## src/rtl/rx_comb_pkg.sv

```systemverilog
// Shared constants for the 4-chain MIMO receive combiner controller.
// Optional peak tracking is enabled with RX_COMB_PEAK_EN.
package rx_comb_pkg;

  localparam logic [1:0] ST_IDLE   = 2'd0;
  localparam logic [1:0] ST_WARMUP = 2'd1;
  localparam logic [1:0] ST_RUN    = 2'd2;
  localparam logic [1:0] ST_FLUSH  = 2'd3;

  localparam int DEF_N_CH   = 4;
  localparam int DEF_W_IN   = 6;
  localparam int DEF_W_OUT  = 8;
  localparam int DEF_WARMUP = 16;

  function automatic int min_w_out(input int n_ch, input int w_in);
    return w_in + $clog2(n_ch);
  endfunction

endpackage

```

## src/rtl/rx_masked_adder_tree.sv

```systemverilog
// Masked sign-extending sum of the per-chain samples.
// Four chains use the balanced (0+1)+(2+3) tree.
module rx_masked_adder_tree
  import rx_comb_pkg::*;
#(
  parameter int N_CH  = DEF_N_CH,
  parameter int W_IN  = DEF_W_IN,
  parameter int W_OUT = DEF_W_OUT
) (
  input  logic [N_CH-1:0]      mask,
  input  logic [N_CH*W_IN-1:0] bus,
  output logic [W_OUT-1:0]     sum
);

  logic [W_OUT-1:0] term [N_CH];

  always_comb begin
    for (int k = 0; k < N_CH; k++) begin
      term[k] = '0;
      if (mask[k])
        term[k] = {{(W_OUT-W_IN){bus[k*W_IN+W_IN-1]}},
                   bus[k*W_IN +: W_IN]};
    end
  end

  if (N_CH == 4) begin : g_tree
    logic [W_OUT-1:0] s01;
    logic [W_OUT-1:0] s23;
    assign s01 = term[0] + term[1];
    assign s23 = term[2] + term[3];
    assign sum = s01 + s23;
  end else begin : g_chain
    logic [W_OUT-1:0] acc;
    always_comb begin
      acc = '0;
      for (int k = 0; k < N_CH; k++)
        acc = acc + term[k];
    end
    assign sum = acc;
  end

endmodule

```

## src/rtl/rx_comb_ctrl.sv

```systemverilog
// Receive combiner sequencer: mask config, warm-up blanking, run, flush.
// Define RX_COMB_PEAK_EN to add PEAK_I / PEAK_Q magnitude tracking.
module rx_comb_ctrl
  import rx_comb_pkg::*;
#(
  parameter int N_CH       = DEF_N_CH,
  parameter int W_IN       = DEF_W_IN,
  parameter int W_OUT      = DEF_W_OUT,
  parameter int WARMUP_CYC = DEF_WARMUP
) (
  input  logic                 CLK_2,
  input  logic                 RST,
  input  logic                 START,
  input  logic                 STOP,
  input  logic                 CFG_WE,
  input  logic [N_CH-1:0]      CH_EN_CFG,
  input  logic [N_CH*W_IN-1:0] I_CWM_BUS,
  input  logic [N_CH*W_IN-1:0] Q_CWM_BUS,
  output logic [N_CH-1:0]      CH_MASK,
  output logic                 BUSY,
  output logic [1:0]           STATE,
  output logic [W_OUT-1:0]     I_TOTAL,
  output logic [W_OUT-1:0]     Q_TOTAL,
  output logic                 OUT_VALID
`ifdef RX_COMB_PEAK_EN
  ,
  output logic [W_OUT-2:0]     PEAK_I,
  output logic [W_OUT-2:0]     PEAK_Q
`endif
);

  if (W_OUT < min_w_out(N_CH, W_IN)) begin : g_bad_w
    $error("rx_comb_ctrl: W_OUT too narrow");
  end
  if (WARMUP_CYC < 1 || WARMUP_CYC > 255) begin : g_bad_wu
    $error("rx_comb_ctrl: WARMUP_CYC out of range");
  end

  logic [1:0]       state;
  logic [7:0]       cnt;
  logic [N_CH-1:0]  eff_mask;
  logic [W_OUT-1:0] i_sum;
  logic [W_OUT-1:0] q_sum;
  logic             go;
  logic             run_entry;

  assign eff_mask  = CFG_WE ? CH_EN_CFG : CH_MASK;
  assign go        = START && !STOP && (|eff_mask);
  assign run_entry = (state == ST_WARMUP) && !STOP && (cnt == 8'd0);
  assign STATE     = state;
  assign BUSY      = (state != ST_IDLE);

  rx_masked_adder_tree #(
    .N_CH(N_CH), .W_IN(W_IN), .W_OUT(W_OUT)
  ) u_tree_i (
    .mask(CH_MASK), .bus(I_CWM_BUS), .sum(i_sum)
  );

  rx_masked_adder_tree #(
    .N_CH(N_CH), .W_IN(W_IN), .W_OUT(W_OUT)
  ) u_tree_q (
    .mask(CH_MASK), .bus(Q_CWM_BUS), .sum(q_sum)
  );

  always_ff @(posedge CLK_2 or negedge RST) begin
    if (!RST) begin
      state     <= ST_IDLE;
      cnt       <= '0;
      CH_MASK   <= '1;
      I_TOTAL   <= '0;
      Q_TOTAL   <= '0;
      OUT_VALID <= 1'b0;
    end else begin
      OUT_VALID <= 1'b0;
      case (state)
        ST_IDLE: begin
          if (CFG_WE) CH_MASK <= CH_EN_CFG;
          if (go) begin
            state <= ST_WARMUP;
            cnt   <= 8'(WARMUP_CYC - 1);
          end
        end
        ST_WARMUP: begin
          if (STOP)
            state <= ST_IDLE;
          else if (cnt == 8'd0)
            state <= ST_RUN;
          else
            cnt <= cnt - 8'd1;
        end
        ST_RUN: begin
          // the STOP-cycle sample is still combined
          I_TOTAL   <= i_sum;
          Q_TOTAL   <= q_sum;
          OUT_VALID <= 1'b1;
          if (STOP) state <= ST_FLUSH;
        end
        default: state <= ST_IDLE;
      endcase
    end
  end

`ifdef RX_COMB_PEAK_EN
  function automatic logic [W_OUT-2:0] mag(input logic [W_OUT-1:0] v);
    logic [W_OUT-1:0] n;
    n = -v;
    if (!v[W_OUT-1])
      return v[W_OUT-2:0];
    else if (v[W_OUT-2:0] == '0)
      return '1;
    else
      return n[W_OUT-2:0];
  endfunction

  logic [W_OUT-2:0] mag_i;
  logic [W_OUT-2:0] mag_q;

  assign mag_i = mag(i_sum);
  assign mag_q = mag(q_sum);

  // tracks the value being registered so peak aligns with I/Q_TOTAL
  always_ff @(posedge CLK_2 or negedge RST) begin
    if (!RST) begin
      PEAK_I <= '0;
      PEAK_Q <= '0;
    end else if (run_entry) begin
      PEAK_I <= '0;
      PEAK_Q <= '0;
    end else if (state == ST_RUN) begin
      if (mag_i > PEAK_I) PEAK_I <= mag_i;
      if (mag_q > PEAK_Q) PEAK_Q <= mag_q;
    end
  end
`endif

endmodule

```

## config.mk

```make
export PLATFORM = sky130hd
export DESIGN_NAME = rx_comb_ctrl
export DESIGN_NICKNAME = d
export VERILOG_FILES = /design/src/rtl/rx_comb_pkg.sv /design/src/rtl/rx_masked_adder_tree.sv /design/src/rtl/rx_comb_ctrl.sv
export SDC_FILE = /design/constraint.sdc
export NUM_CORES = 1
export LEC_CHECK = 0
export ABC_CLOCK_PERIOD_IN_PS = 3550
export CAP_MARGIN = 10
export CORE_AREA = 4 4 90 92
export DETAILED_ROUTE_END_ITERATION = 12
export DIE_AREA = 0 0 94 96
export PLACE_DENSITY = 0.74
export REMOVE_ABC_BUFFERS = 1
export SYNTH_ARGS = -nofsm -noshare
export SYNTH_HDL_FRONTEND = slang
export SYNTH_HIERARCHICAL = 1
export SYNTH_SLANG_ARGS = --single-unit
```

## constraint.sdc

```tcl
create_clock -name CLK_2 -period 3.55 [get_ports CLK_2]
set_clock_uncertainty 0.05 [all_clocks]
set_input_delay 0.5325 -clock CLK_2 [delete_from_list [all_inputs] [get_ports CLK_2]]
set_output_delay 0.5325 -clock CLK_2 [all_outputs]
set_load 0.01 [all_outputs]
```

# After elaboration in Yosys (flattened, before gate mapping)
# Cells that the tools add are included.
dict set report totals {
  reg_bits 31
  in_bits 57
  elab_cells 49
}
dict set report op_classes {
  addsub 7
  eq_ne 7
  muxes 19
  reduce_logical 10
}
# cell n
set ops {}
lappend ops {{$mux 8} 11}
lappend ops {{$add 8x8->8} 6}
lappend ops {{$pmux 8 s2} 1}
lappend ops {{$logic_not 8->1} 1}
lappend ops {{$mux 2} 4}
lappend ops {{$ne 2x2->1 const B} 4}
lappend ops {{$sub 8x1->8 const B} 1}
lappend ops {{$pmux 2 s3} 1}
lappend ops {{$mux 4} 1}
lappend ops {{$reduce_and 4->1} 1}
lappend ops {{$reduce_bool 2->1} 2}
lappend ops {{$reduce_or 4->1} 1}
lappend ops {{$ne 3x2->1 const B} 1}
lappend ops {{$reduce_and 3->1} 1}
lappend ops {{$eq 2x1->1 const B} 1}
lappend ops {{$eq 2x2->1 const B} 1}
lappend ops {{$logic_and 1x1->1} 2}
lappend ops {{$logic_not 2->1} 1}
lappend ops {{$logic_not 1->1} 1}
lappend ops {{$mux 1} 1}

# Longest topological paths before layout
# Gate-level depths: netlist of run 1.
dict set report logic_depth {
  word_depth 5
  depth_mapped 13
  depth_no_buf 13
}

# Cells and area by module
# The synthesis of run 1 kept the hierarchy.
# mod n_inst cells_each area_each_um2
set modules_own_cells {}
lappend modules_own_cells {rx_masked_adder_tree 2 83 706.9}
lappend modules_own_cells {rx_comb_ctrl 1 144 1402.6}

# Worst setup path after synthesis of run 1
# OpenSTA, ideal clock, no wires.
dict set report synth_timing {
  kind {reg-to-reg}
  from {register CH_MASK[2]}
  to {register Q_TOTAL[7]}
  arrival_time_ns 3.072
  required_ns 3.435
  path_slack_ns 0.363
  path_stages_with_launch 13
  period_less_slack_ns 3.187
  path_cell_list {dfstp_2 > and2_1 > fa_1 > fa_1 > ha_1 > inv_1 > fa_1 > nor2b_4 > o31a_1 > o32ai_1 > a311oi_1 > nand2_1 > nand2_1}
}
dict set report synth_between {
  elab_chain_len 3
}
# item line_no
set synth_rtl {}
lappend synth_rtl {{start: declaration} rx_comb_ctrl.sv:19} ;# output logic [N_CH-1:0] CH_MASK,
lappend synth_rtl {{start signal: assignment} rx_comb_ctrl.sv:69} ;# CH_MASK <= '1;
lappend synth_rtl {{start signal: assignment} rx_comb_ctrl.sv:77} ;# if (CFG_WE) CH_MASK <= CH_EN_CFG;
lappend synth_rtl {{$mux 8} rx_masked_adder_tree.sv:20} ;# if (mask[k])
lappend synth_rtl {{$add 8x8->8} rx_masked_adder_tree.sv:30} ;# assign s23 = term[2] + term[3];
lappend synth_rtl {{$add 8x8->8} rx_masked_adder_tree.sv:31} ;# assign sum = s01 + s23;
lappend synth_rtl {{net q_sum[7]} rx_comb_ctrl.sv:43} ;# logic [W_OUT-1:0] q_sum;
lappend synth_rtl {{end signal: assignment} rx_comb_ctrl.sv:94} ;# Q_TOTAL <= q_sum;
lappend synth_rtl {{end: declaration} rx_comb_ctrl.sv:23} ;# output logic [W_OUT-1:0] Q_TOTAL,
# The timed path passes the listed nets, and every way through them passes these cells.
# A chain may end at the register's enable or synchronous reset.

# Worst setup path in the final report of run 1
dict set report layout_timing {
  from {input port I_CWM_BUS[19]}
  to {register I_TOTAL[7]}
}
dict set report layout_between {
  elab_chain_len 3
}
# item line_no
set layout_rtl {}
lappend layout_rtl {{start: declaration} rx_comb_ctrl.sv:17} ;# input logic [N_CH*W_IN-1:0] I_CWM_BUS,
lappend layout_rtl {{$mux 8} rx_masked_adder_tree.sv:20}
lappend layout_rtl {{$add 8x8->8} rx_masked_adder_tree.sv:30}
lappend layout_rtl {{$add 8x8->8} rx_masked_adder_tree.sv:31}
lappend layout_rtl {{net i_sum[7]} rx_comb_ctrl.sv:42} ;# logic [W_OUT-1:0] i_sum;
lappend layout_rtl {{end signal: assignment} rx_comb_ctrl.sv:93} ;# I_TOTAL <= i_sum;
lappend layout_rtl {{end: declaration} rx_comb_ctrl.sv:22} ;# output logic [W_OUT-1:0] I_TOTAL,
# The timed path passes the listed nets, and every way through them passes these cells.

==> impl_metrics.csv, run 1 <==
group,metric,value,unit
setup_path,end_kind,"register",
placed_design,hpwlAfterDp,5678,um
placed_design,place_congestion,0.8872,
floorplan,die_h,96,um
timing,max_freq,0.2970,GHz
final_layout,final_cell_mix,"clkdlybuf4s50_1 (80), nand2_1 (72), inv_1 (38), and2_1 (36), dfrtp_1 (27)",
synth,syn_area,2816,um2
timing,period_needed,3367,ps
synth,syn_inst,310,
final_layout,stdcell_count,503,
timing,hold_violations,0,
clock_tree,cts_max_level,2,
status,status,"complete, no violations",
synth,synth-edff-count,0,
global_route,overflow,0,
synth,ys_types,50,
clock_tree,clk_latency,280,ps
final_layout,n_antenna_cell,0,
routing,drt_iter0_drc,80,
placed_design,io_buffers,80,
floorplan,fp.dieW,94,um
routing,finalWirelength,7078,um
setup_path,worst_ep_arrival_time,3540,ps
setup_path,crit_fanout,2,
synth,ys_warn_count,6,
synth,synthArstFlopShare,100.0,%
timing,relSlewSlack,48.59,%
flow_run,max_cap_viol_count,0,
setup_path,reg2reg_slack,270,ps
final_layout,multiInputGateArea,1877,um2
floorplan,io_pins,81,
final_layout,fillers,672,
synth,avgSynthCellArea,9.085,um2
final_layout,layout_commonest_cell,"clkdlybuf4s50_1",
global_route,grt_pass1_wl,12230,um
final_layout,seqCellArea,780.7,um2
clock_tree,cts_buffers,5,
worst_hold_path,hold_end,"I_TOTAL[4]$_DFFE_PN0N_",
routing,drt-pass1-iter-count,4,
final_layout,final_nets,502,
routing,avgRoutedWirePerCell,14.07,um
floorplan,start_util,39.04,%
global_route,grt_pass1_vias,2632,
clock_tree,clock_path_buffers,2,
power,cellPowerDensity,612.6,nW/um2
clock_tree,post-cts-setup-buffers,0,
clock_tree,cts_tree,"done",
timing,tightest_slew,771.2,ps
timing,setup_viol,0,
routing,vias_per_cell,4.831,
power,leakage,0.001816,uW
power,total_power,2391,uW
setup_path,reg2reg_depth,12,
clock_tree,path_clk_slew,70,ps
clock_tree,clock-sinks,31,
setup_path,cp-start-kind,"input port",
worst_hold_path,hold_depth,2,
floorplan,coreArea,7214,um2
worst_hold_path,hold_class,"reg2reg",
routing,drtAntennaViolNets,0,
synth,synth_seq_area_share,27.72,%
global_route,antenna_found_initial,0,
timing,finalMaxSlewViolations,0,
timing,rsz0062_at_grt,"false",
global_route,grt_start_max_net_pins,32,
setup_path,required,3720,ps
floorplan,row_count,31,
routing,vias,2430,
placed_design,dp_cells,495,
global_route,grt_usage,17.24,%
worst_hold_path,hold_start,"I_TOTAL[4]$_DFFE_PN0N_",
setup_path,criticalPathCategory,"in2reg",
setup_path,r2r-start,"CH_MASK[3]$_DFFE_PN1P_",
setup_path,r2r_end,"I_TOTAL[7]$_DFFE_PN0N_",
timing,period_share,94.84,%
floorplan,die_area,9024,um2
final_layout,syn2layout_area_growth,38.60,%
synth,synth_seq_cells,31,
final_layout,drive_above_1_share,9.406,%
synth,ys_dominant_reg_cell,"dfrtp_1",
clock_tree,cts-root-buf,"clkbuf_8",
routing,drcViolationCount,0,
power,ir_drop,0.2884,mV
## stage by stage
stage | area, um2 | TNS [ps] | utilization (%) | hold WS (ps) | setup WS [ps]
floorplan | 2801 | 0 | - | 186.9 | 363.3
global placement | 3801 | -145.7 | 52.69 | 411.9 | -80.43
detailed placement | 3801 | -289.5 | 52.69 | 411.9 | -122.0
CTS | 3901 | 0 | 54.08 | 428.4 | 175.2
global route | 3904 | 0 | 54.11 | 452.8 | 24.94
finish | 3904 | 0 | 54.11 | 422.9 | 183.2
## Yosys cell counts (all sizes together), types with 2 or more instances
cell	n	area (um2)
mux2	4	45.04
nor4	2	18.77
fa	26	520.5
dfrtp	27	675.7
mux2i	3	30.03
a211oi	2	15.01
and2	36	225.2
a311oi	2	17.52
nor3	6	35.03
nor2	6	22.52
or3b	2	20.02
xor2	2	32.53
o21a	2	15.01
nand3	2	10.01
xnor2	7	61.31
o32ai	2	17.52
o21bai	2	15.01
nand2	72	270.3
o22ai	3	18.77
inv	39	146.4
dfstp	4	105.1
nor2b	3	33.79
clkbuf	3	11.26
o21ai	6	30.02
a21o	2	15.01
o31a	4	35.03
or3	3	23.77
ha	16	200.2
a21oi	9	48.80
## kinds of logic after synthesis
family / after synthesis / share of synthesized area [%]
fa+ha+maj: 42 / 25.59
simple gates: 141 / 25.90
mux: 7 / 2.665
xor+xnor: 9 / 3.332
compound gates: 37 / 9.062
buf+inv: 43 / 5.731
flops: 31 / 27.72
## per-layer routing
| metal | part of all wire [%] | vias to the layer above | GRT usage, % |
|---|---|---|---|
| li1 | - | 1185 | - |
| met1 | 42 | 1168 | 21.00 |
| met2 | 50 | 69 | 30.75 |
| met3 | 6.6 | 8 | 4.457 |
| met4 | 0.96 | 0 | 3.730 |
| met5 | 0 | - | 0 |
## registers in the layout, indices dropped and copies added (netlist names)
register,flops
Q_TOTAL,8
STATE,2
CH_MASK,4
OUT_VALID,1
I_TOTAL,8
cnt,8
## cell type report
type | count | share of cell area (%)
multi-input combinational | 236 | 48.08
inverter | 39 | 3.750
tap | 99 | 3.173
sequential | 31 | 20.00
timing repair buffer | 90 | 22.44
clock buffer | 8 | 2.564
## how the worst max path moves through the flow
stage / startpoint / depth (start not counted) / slack (ps) / end
finish: I_CWM_BUS[19] / 13 / 180 / I_TOTAL[7]$_DFFE_PN0N_
global route: I_CWM_BUS[19] / 13 / 20 / I_TOTAL[7]$_DFFE_PN0N_
CTS: I_CWM_BUS[19] / 13 / 180 / I_TOTAL[7]$_DFFE_PN0N_
detailed placement: Q_CWM_BUS[19] / 13 / -120 / Q_TOTAL[7]$_DFFE_PN0N_
global placement: Q_CWM_BUS[19] / 13 / -80 / Q_TOTAL[7]$_DFFE_PN0N_
floorplan: CH_MASK[2]$_DFFE_PN1P_ / 12 / 360 / Q_TOTAL[7]$_DFFE_PN0N_
## what timing repair did
item,4_1_cts,5_1_grt
resized for setup,0,1
hold buffers,0,0
endpoints found under the setup margin,0,1
## critical path, cell delays in order
cell	delay (ps)
clkdlybuf4s50_1	390
and2_1	180
fa_1	520
fa_1	550
ha_1	170
inv_1	50
fa_1	430
nor2b_4	140
o31a_1	150
o32ai_1	90
a311oi_1	200
nand2_1	70
nand2_1	60
## power by group
part / leakage (uW) / total (uW) / switching (uW) / internal [uW]
combinational: 0.00139 / 1480 / 698 / 787
clock: 0.0000515 / 309 / 132 / 177
sequential: 0.000377 / 597 / 113 / 485
total: 0.00182 / 2390 / 943 / 1450
Power figures use the tool's default switching activity.
==> run 2, diff against run 1 <==
--- a/config.mk
+++ b/config.mk
@@ -7,11 +7,12 @@
 export LEC_CHECK = 0
 export ABC_CLOCK_PERIOD_IN_PS = 3550
 export CAP_MARGIN = 10
-export CORE_AREA = 4 4 90 92
+export CORE_AREA = 4 4 101 84
 export DETAILED_ROUTE_END_ITERATION = 12
-export DIE_AREA = 0 0 94 96
-export PLACE_DENSITY = 0.74
+export DIE_AREA = 0 0 105 88
+export PLACE_DENSITY = 0.73
 export REMOVE_ABC_BUFFERS = 1
+export SLEW_MARGIN = 10
 export SYNTH_ARGS = -nofsm -noshare
 export SYNTH_HDL_FRONTEND = slang
 export SYNTH_HIERARCHICAL = 1
==> run 2 against run 1 <==
Via count fell by 0.45%. Sequential share of layout area hardly changed. Count of clock-buffer cells in the layout is 2 lower. Sequential cell count unchanged. Register-to-register slack got worse by 20 ps. Core utilization decreased by 1.0 points. Cell area is essentially flat.
==> impl_metrics.csv, run 2 (synthesis results as in run 1) <==
group,metric,value,unit
status,status,"complete, no violations",
clock_tree,cts_hold_buf,0,
final_layout,stdcell_count,493,
worst_hold_path,hold_depth,2,
global_route,grt_usage,16.88,%
worst_hold_path,hold_start,"Q_TOTAL[0]$_DFFE_PN0N_",
timing,relSlewSlack,46.04,%
clock_tree,cts_max_level,2,
timing,period_share,94.53,%
floorplan,io_pins,81,
setup_path,required,3730,ps
floorplan,coreArea,7357,um2
worst_hold_path,hold_end,"Q_TOTAL[0]$_DFFE_PN0N_",
clock_tree,clock_path_buffers,2,
routing,finalWirelength,7216,um
setup_path,cp.buffers_inverters,2,
final_layout,final_nets,501,
setup_path,reg2reg_depth,12,
worst_hold_path,hold_class,"reg2reg",
routing,drtAntennaViolNets,0,
placed_design,io_buffers,80,
setup_path,r2r-start,"CH_MASK[2]$_DFFE_PN1P_",
final_layout,layout_commonest_cell,"clkdlybuf4s50_1",
setup_path,end_kind,"register",
clock_tree,path_clk_slew,70,ps
setup_path,max_stage_delay,550,ps
setup_path,crit_chain,"clkdlybuf4s50_1, and2_1, fa_1, fa_1, ha_1, inv_1, fa_1, nor2b_4, o31a_1, o32ai_1, a311oi_1, nand2_1, nand2_1",
setup_path,criticalPathCategory,"in2reg",
placed_design,pre_cts_slack,-137.7,ps
power,total_power,2451,uW
timing,rsz0062_at_grt,"false",
setup_path,cp_common_cell,"fa_1",
final_layout,n_antenna_cell,0,
clock_tree,cts_buffers,5,
placed_design,place_congestion,0.8621,
setup_path,reg2reg_slack,250,ps
routing,vias_per_cell,4.907,
floorplan,fp.dieW,105,um
final_layout,stdcell_area,3905,um2
power,cellPowerDensity,627.6,nW/um2
final_layout,top_regs,"I_TOTAL (8), Q_TOTAL (8), cnt (8)",
global_route,grt_pass1_vias,2612,
routing,avgRoutedWirePerCell,14.64,um
global_route,grt_start_max_net_pins,32,
placed_design,hpwlAfterDp,5706,um
timing,tightest_slew,809.3,ps
final_layout,drive_above_1_share,9.677,%
clock_tree,clk_latency,280,ps
floorplan,die_h,88,um
setup_path,crit_slowest_cell,"fa_1",
final_layout,final_core_util,53.08,%
setup_path,worst_ep_arrival_time,3530,ps
clock_tree,cts-root-buf,"clkbuf_8",
routing,drt-pass1-iter-count,4,
timing,finalMaxSlewViolations,0,
flow_run,max_cap_viol_count,0,
placed_design,dp_cells,484,
setup_path,critical-path-top-delay-family,"adder cells",
global_route,overflow,0,
final_layout,fillers,711,
timing,hold_violations,0,
setup_path,cp-start-kind,"input port",
timing,setup_viol,0,
routing,drcViolationCount,0,
timing,period_needed,3356,ps
final_layout,syn2layout_area_growth,38.65,%
setup_path,crit_fanout,3,
floorplan,row_count,28,
routing,vias,2419,
placed_design,place_area,3775,um2
global_route,antenna_found_initial,0,
global_route,grt_pass1_wl,12470,um
final_layout,multiInputGateArea,1879,um2
power,leakage,0.001817,uW
final_layout,final_cell_mix,"clkdlybuf4s50_1 (80), nand2_1 (72), inv_1 (38), and2_1 (36), dfrtp_1 (27)",
clock_tree,cts_tree,"done",
floorplan,die_area,9240,um2
floorplan,start_util,38.28,%
final_layout,seqCellArea,780.7,um2
setup_path,r2r_end,"Q_TOTAL[7]$_DFFE_PN0N_",
routing,drt_iter0_drc,94,
timing,layout_setup_ws,194.3,ps
power,ir_drop,0.3075,mV
clock_tree,clock-sinks,31,
timing,max_freq,0.2980,GHz
-- run 2: changes by cell type in the layout (fill, tap and decap cells not counted), sizes merged --
cell / change
buf: -1
bufinv: +1
clkbuf: -2
clkinv: +1
-- run 2: worst max-delay path by stage --
stage | start | to | slack, ps | cells after the start
after floorplan | CH_MASK[2]$_DFFE_PN1P_ | Q_TOTAL[7]$_DFFE_PN0N_ | 360 | 12
after global placement | Q_CWM_BUS[19] | Q_TOTAL[7]$_DFFE_PN0N_ | -90 | 13
after detailed placement | Q_CWM_BUS[19] | Q_TOTAL[7]$_DFFE_PN0N_ | -140 | 13
after CTS | Q_CWM_BUS[19] | Q_TOTAL[7]$_DFFE_PN0N_ | 70 | 13
after global routing | Q_CWM_BUS[7] | Q_TOTAL[7]$_DFFE_PN0N_ | 30 | 13
final | I_CWM_BUS[19] | I_TOTAL[7]$_DFFE_PN0N_ | 190 | 13
-- run 2: tightest hold or removal path, cell delays in order, from the launching register on --
cell and delay (ps):
dfrtp_1 340, nand2_1 50, nand2_1 50
-- run 2: layout make-up --
class / instances / share of cell area [%]
inverter: 39 / 3.749
sequential: 31 / 19.99
tap: 90 / 2.884
timing repair buffer: 89 / 22.24
clock buffer: 6 / 2.115
clock inverter: 2 / 0.8971
multi-input combinational: 236 / 48.13
-- run 2: routing by layer --
layer  vias to the layer above  share of wire, %  global-route usage, %
met5                         -                 0                      0
met4                         0              0.53                  3.456
met3                         5               7.3                  4.937
met2                        78                48                  28.13
met1                      1157                45                  22.18
li1                       1179                 -                      -
-- run 2: what timing repair did --
item,4_1_cts,5_1_grt
setup endpoints to repair,0,1
setup buffers,0,1
resized for setup,0,2
-- run 2: through the flow --
| stage | TNS [ps] | hold WS, ps |
|---|---|---|
| after floorplan | 0 | 186.9 |
| after global placement | -163.2 | 408.5 |
| after detailed placement | -297.7 | 413.1 |
| after CTS | 0 | 430.8 |
| after global routing | 0 | 439.3 |
| final | 0 | 422.6 |
-- run 2: power by group --
| group | switching (uW) | internal, uW | total [uW] | leakage [uW] |
|---|---|---|---|---|
| logic | 708 | 772 | 1480 | 0.00138 |
| registers | 120 | 485 | 605 | 0.000377 |
| clock network | 138 | 227 | 365 | 0.0000612 |
| total | 966 | 1480 | 2450 | 0.00182 |
==> RTL change 1 (settings of run 2) <==
Build with the macro `RX_COMB_PEAK_EN` defined.
--- a/src/rtl/rx_comb_ctrl.sv
+++ b/src/rtl/rx_comb_ctrl.sv
@@ -1,5 +1,7 @@
 // Receive combiner sequencer: mask config, warm-up blanking, run, flush.
 // Define RX_COMB_PEAK_EN to add PEAK_I / PEAK_Q magnitude tracking.
+`define RX_COMB_PEAK_EN
+
 module rx_comb_ctrl
   import rx_comb_pkg::*;
 #(
Check against the original RTL (old outputs only; new: PEAK_I and PEAK_Q): equivalent (equiv_simple and equiv_induct, registers matched by name and starting in step).
==> RTL change 1 against run 2 <==
The run now ends with negative setup slack left. Area after synthesis is 47% higher. Routed wire length rose by 56%. Core utilization rose by 31 points. Design area grew 58%. Sequential cell count is 14 higher. Register-to-register slack got worse by 1.7 ns. Worst setup slack lost 1.7 ns. Fmax down 33%. Worst hold slack worse by 0.068 ns.
Power is left out: the tool's default activity adds up to more than one toggle a clock period on the data nets, which glitch-free logic cannot reach.
==> RTL change 1: results (changes against run 2) <==
Final HPWL DP 8366 µm (+47%); Starting DRT DRC Count 152 (+62%); number of port buffers 94 (+18%); global-route wire length before repair 18350 µm (+47%); most frequent cells after synthesis inv_1 (63), nand2_1 (62), dfrtp_1 (41), and2_1 (33), ha_1 (31); post-synthesis xor/xnor area fraction 2.061% (-1.3 points); worst setup margin -1.476 ns (-1.670 ns); sequential element share of the synthesized area 27.39% (-0.33 points); # fillers 468 (-34%); buffering overhead 25.96% (+3.7 points); failing checks negative setup slack; crit path DAT 5.16 ns (+1.63 ns); layout cells sized above 1 28.84% (+19 points); worst reg2reg startpoint CH_MASK[1]; count of cell types in the netlist 57 (+14%); Signal buffers 176 (+98%); Post-CTS Repair Setup Buffers 7 (+7); GR Util All Layers 24.14% (+7.3 points); CP top delay family adder cells; hold crit path type primary input to asynchronous set/reset pin; placed cell area 0.005649 mm² (+50%); Final Hold Slack 0.3549 ns (-0.06771 ns); GP Congestion 0.8845 (+2.6%); crit-path max cell delay 0.61 ns (+0.06 ns); slew margin rel. 32.72% (-13 points); FF-to-FF path depth 18 (+6); Setup Viol. Count Final 16 (+16); Post-Syn Area per Cell 9.015 µm² (-0.77%); placed cells 699 (+44%); inverter count 63 (+62%); post-CTS sizing 70 (+70); comb_multi_in 339 (+44%); Worst Setup EP PEAK_I[3]; outcome complete, but fails checks; Synth area leaders dfrtp_1 (25%), fa_1 (13%), ha_1 (9.4%), inv_1 (5.7%), nand2_1 (5.6%); Critical Path Slowest Stage Cell dfstp_2; clock transition at the registers of the reported paths 0.09 ns (+0.02 ns); Adder-Cell Fraction of Synth Area 22.00% (-3.6 points); largest net degree at the start of global routing 46 (+44%); Num CTS Buffers 5 (unchanged); vias in the first global route 4109 (+57%); Synth-to-Final Area Change 49.55%; clk cell area share 1.337% (-1.7 points); crit path max fanout 6 (+3); clock sinks 45 (+45%); DR WL/cell 15.65 µm (+6.9%); synthesized cell area 0.004129 mm² (+47%); NumNets Final 744 (+49%); CP Launch Type register; Largest regs I_TOTAL (8), Q_TOTAL (8), cnt (8); sequential cell area share 18.32% (-1.7 points); proportion of synthesized area in mux cells 5.394% (+2.7 points); compound-cell area share of the yosys netlist 16.36% (+7.3 points); DR vias 3952 (+63%); multi-input logic area 0.003009 mm² (+60%); Post-Route WL 11290 µm (+56%)
-- RTL change 1: cell count changes after synthesis, sizes merged, moves of 9 or more --
cell / delta
a21oi: +9
a31oi: +15
dfrtp: +14
ha: +15
inv: +24
mux2: +14
nand2: -10
o21ai: +18
-- RTL change 1: stage by stage --
| stage | TNS (ns) | worst slack, ns |
|---|---|---|
| 2_1_floorplan | -25.13 | -1.811 |
| 3_3_place_gp | -27.24 | -1.878 |
| 3_5_place_dp | -29.22 | -2.012 |
| 4_1_cts | -19.80 | -1.443 |
| 5_1_grt | -23.88 | -1.694 |
| 6_report | -20.39 | -1.476 |
-- RTL change 1: routing by layer --
metal | global-route usage, % | up-vias | part of all wire (%)
li1 | - | 1901 | -
met1 | 30.55 | 1922 | 42
met2 | 44.38 | 119 | 52
met3 | 3.758 | 10 | 5.2
met4 | 5.006 | 0 | 0.84
met5 | 0 | - | 0
==> RTL change 2 (config.mk and constraints of run 2) <==
Without the edit above. Register the output `OUT_VALID` once more, cleared by the reset; this adds one clock of latency there. The other outputs are not delayed to match.
--- a/src/rtl/rx_comb_ctrl.sv
+++ b/src/rtl/rx_comb_ctrl.sv
@@ -28,6 +28,8 @@
   output logic [W_OUT-2:0]     PEAK_Q
 `endif
 );
+
+  logic OUT_VALID_s0;
 
   if (W_OUT < min_w_out(N_CH, W_IN)) begin : g_bad_w
     $error("rx_comb_ctrl: W_OUT too narrow");
@@ -69,9 +71,9 @@
       CH_MASK   <= '1;
       I_TOTAL   <= '0;
       Q_TOTAL   <= '0;
-      OUT_VALID <= 1'b0;
+      OUT_VALID_s0 <= 1'b0;
     end else begin
-      OUT_VALID <= 1'b0;
+      OUT_VALID_s0 <= 1'b0;
       case (state)
         ST_IDLE: begin
           if (CFG_WE) CH_MASK <= CH_EN_CFG;
@@ -92,7 +94,7 @@
           // the STOP-cycle sample is still combined
           I_TOTAL   <= i_sum;
           Q_TOTAL   <= q_sum;
-          OUT_VALID <= 1'b1;
+          OUT_VALID_s0 <= 1'b1;
           if (STOP) state <= ST_FLUSH;
         end
         default: state <= ST_IDLE;
@@ -133,5 +135,13 @@
   end
 `endif
 
+  always_ff @(posedge CLK_2 or negedge RST) begin
+    if (!RST) begin
+      OUT_VALID <= '0;
+    end else begin
+      OUT_VALID <= OUT_VALID_s0;
+    end
+  end
+
 endmodule
 
Check against the original RTL: same outputs for any inputs over 10 cycles, from zero or initial values and one cycle with RST low; that may be too few to reach the edited logic, so the function may still have changed.
==> RTL change 2 against run 2 <==
Global-route usage fell by 0.15 points. Critical path depth unchanged. Area after synthesis is 0.89% higher. Design area is 1.2% higher. Fmax down 0.12%. Clock power decreased by 1%. Cell count rose by 0.81%. Sequential cell count grew 1. First-iteration DRC count decreased by 9.6%. Via count up 0.29%. Power grew 2.2%. Worst setup slack worse by 0.0039 ns. Routed wire length is 1.8% higher.
==> RTL change 2: results (changes against run 2) <==
outcome complete, no violations; Final HPWL DP 5678 µm (-0.50%); most frequent cells after synthesis nand2_1 (72), inv_1 (38), and2_1 (36), dfrtp_1 (28), fa_1 (26); Syn Inst Count 311 (+0.32%); reg2reg setup slack 0.21 ns (-0.04 ns); Final Hold Slack 0.3004 ns (-0.1222 ns); GR Util All Layers 16.73% (-0.15 points); sequential share of power 25.0% (+0.3 points); slew margin rel. 47.71% (+1.7 points); Met3 Wirelength 432 µm (-18%); Adder-Cell Fraction of Synth Area 25.36% (-0.23 points); sequential element share of the synthesized area 28.36% (+0.64 points); crit-path max cell delay 0.61 ns (+0.06 ns); placed cell area 0.003807 mm² (+0.86%); GR Util met3 3.685% (-1.3 points); GR Util met2 29.18% (+1.0 points); DR vias 2426 (+0.29%); comb pwr 1.52 mW (+3%); switching part of the total 39.97% (+0.54 points); Worst Hold Launch OUT_VALID_s0; pre-CTS setup slack -0.1374 ns (+0.0002510 ns); Worst Hold End OUT_VALID; metal1 wirelength 3375 µm (+5.0%); proportion of synthesized area in mux cells 2.642% (-0.023 points); worst reg2reg startpoint CH_MASK[1]; global-route wire length before repair 12300 µm (-1.4%); largest net degree at the start of global routing 33 (+3.1%); WL met2 3476 µm (+1.3%); WHS Path Cells 0 (-2); # fillers 695 (-2.3%); layout cells sized above 1 10.32% (+0.64 points); crit path max fanout 2 (-1); placed cells 486 (+0.41%); GP Congestion 0.8856 (+2.7%); Leak 1.841 nW (+1.3%)
RTL change 2: cell types whose count changed after synthesis:
cell,before,now
dfrtp_1,27,28
RTL change 2: area by class of cell:
class,count,area [µm²],share of cell area [%]
timing repair buffer,92,888.4,22.48
tap,90,112.6,2.850
sequential,32,813.3,20.58
inverter,39,146.4,3.705
clock buffer,5,68.82,1.742
multi-input combinational,236,1879,47.56
clock inverter,3,42.54,1.077
RTL change 2: how the worst max path moves through the flow:
| stage | start | end | slack (ns) | cells after the start |
|---|---|---|---|---|
| after floorplan | CH_MASK[2] | Q_TOTAL[7] | 0.36 | 12 |
| after global placement | Q_CWM_BUS[19] | Q_TOTAL[7] | -0.07 | 13 |
| after detailed placement | Q_CWM_BUS[19] | Q_TOTAL[7] | -0.14 | 13 |
| after CTS | CH_MASK[1] | Q_TOTAL[7] | 0.09 | 12 |
| after global routing | I_CWM_BUS[20] | I_TOTAL[6] | 0.04 | 13 |
| final | Q_CWM_BUS[20] | Q_TOTAL[6] | 0.19 | 13 |
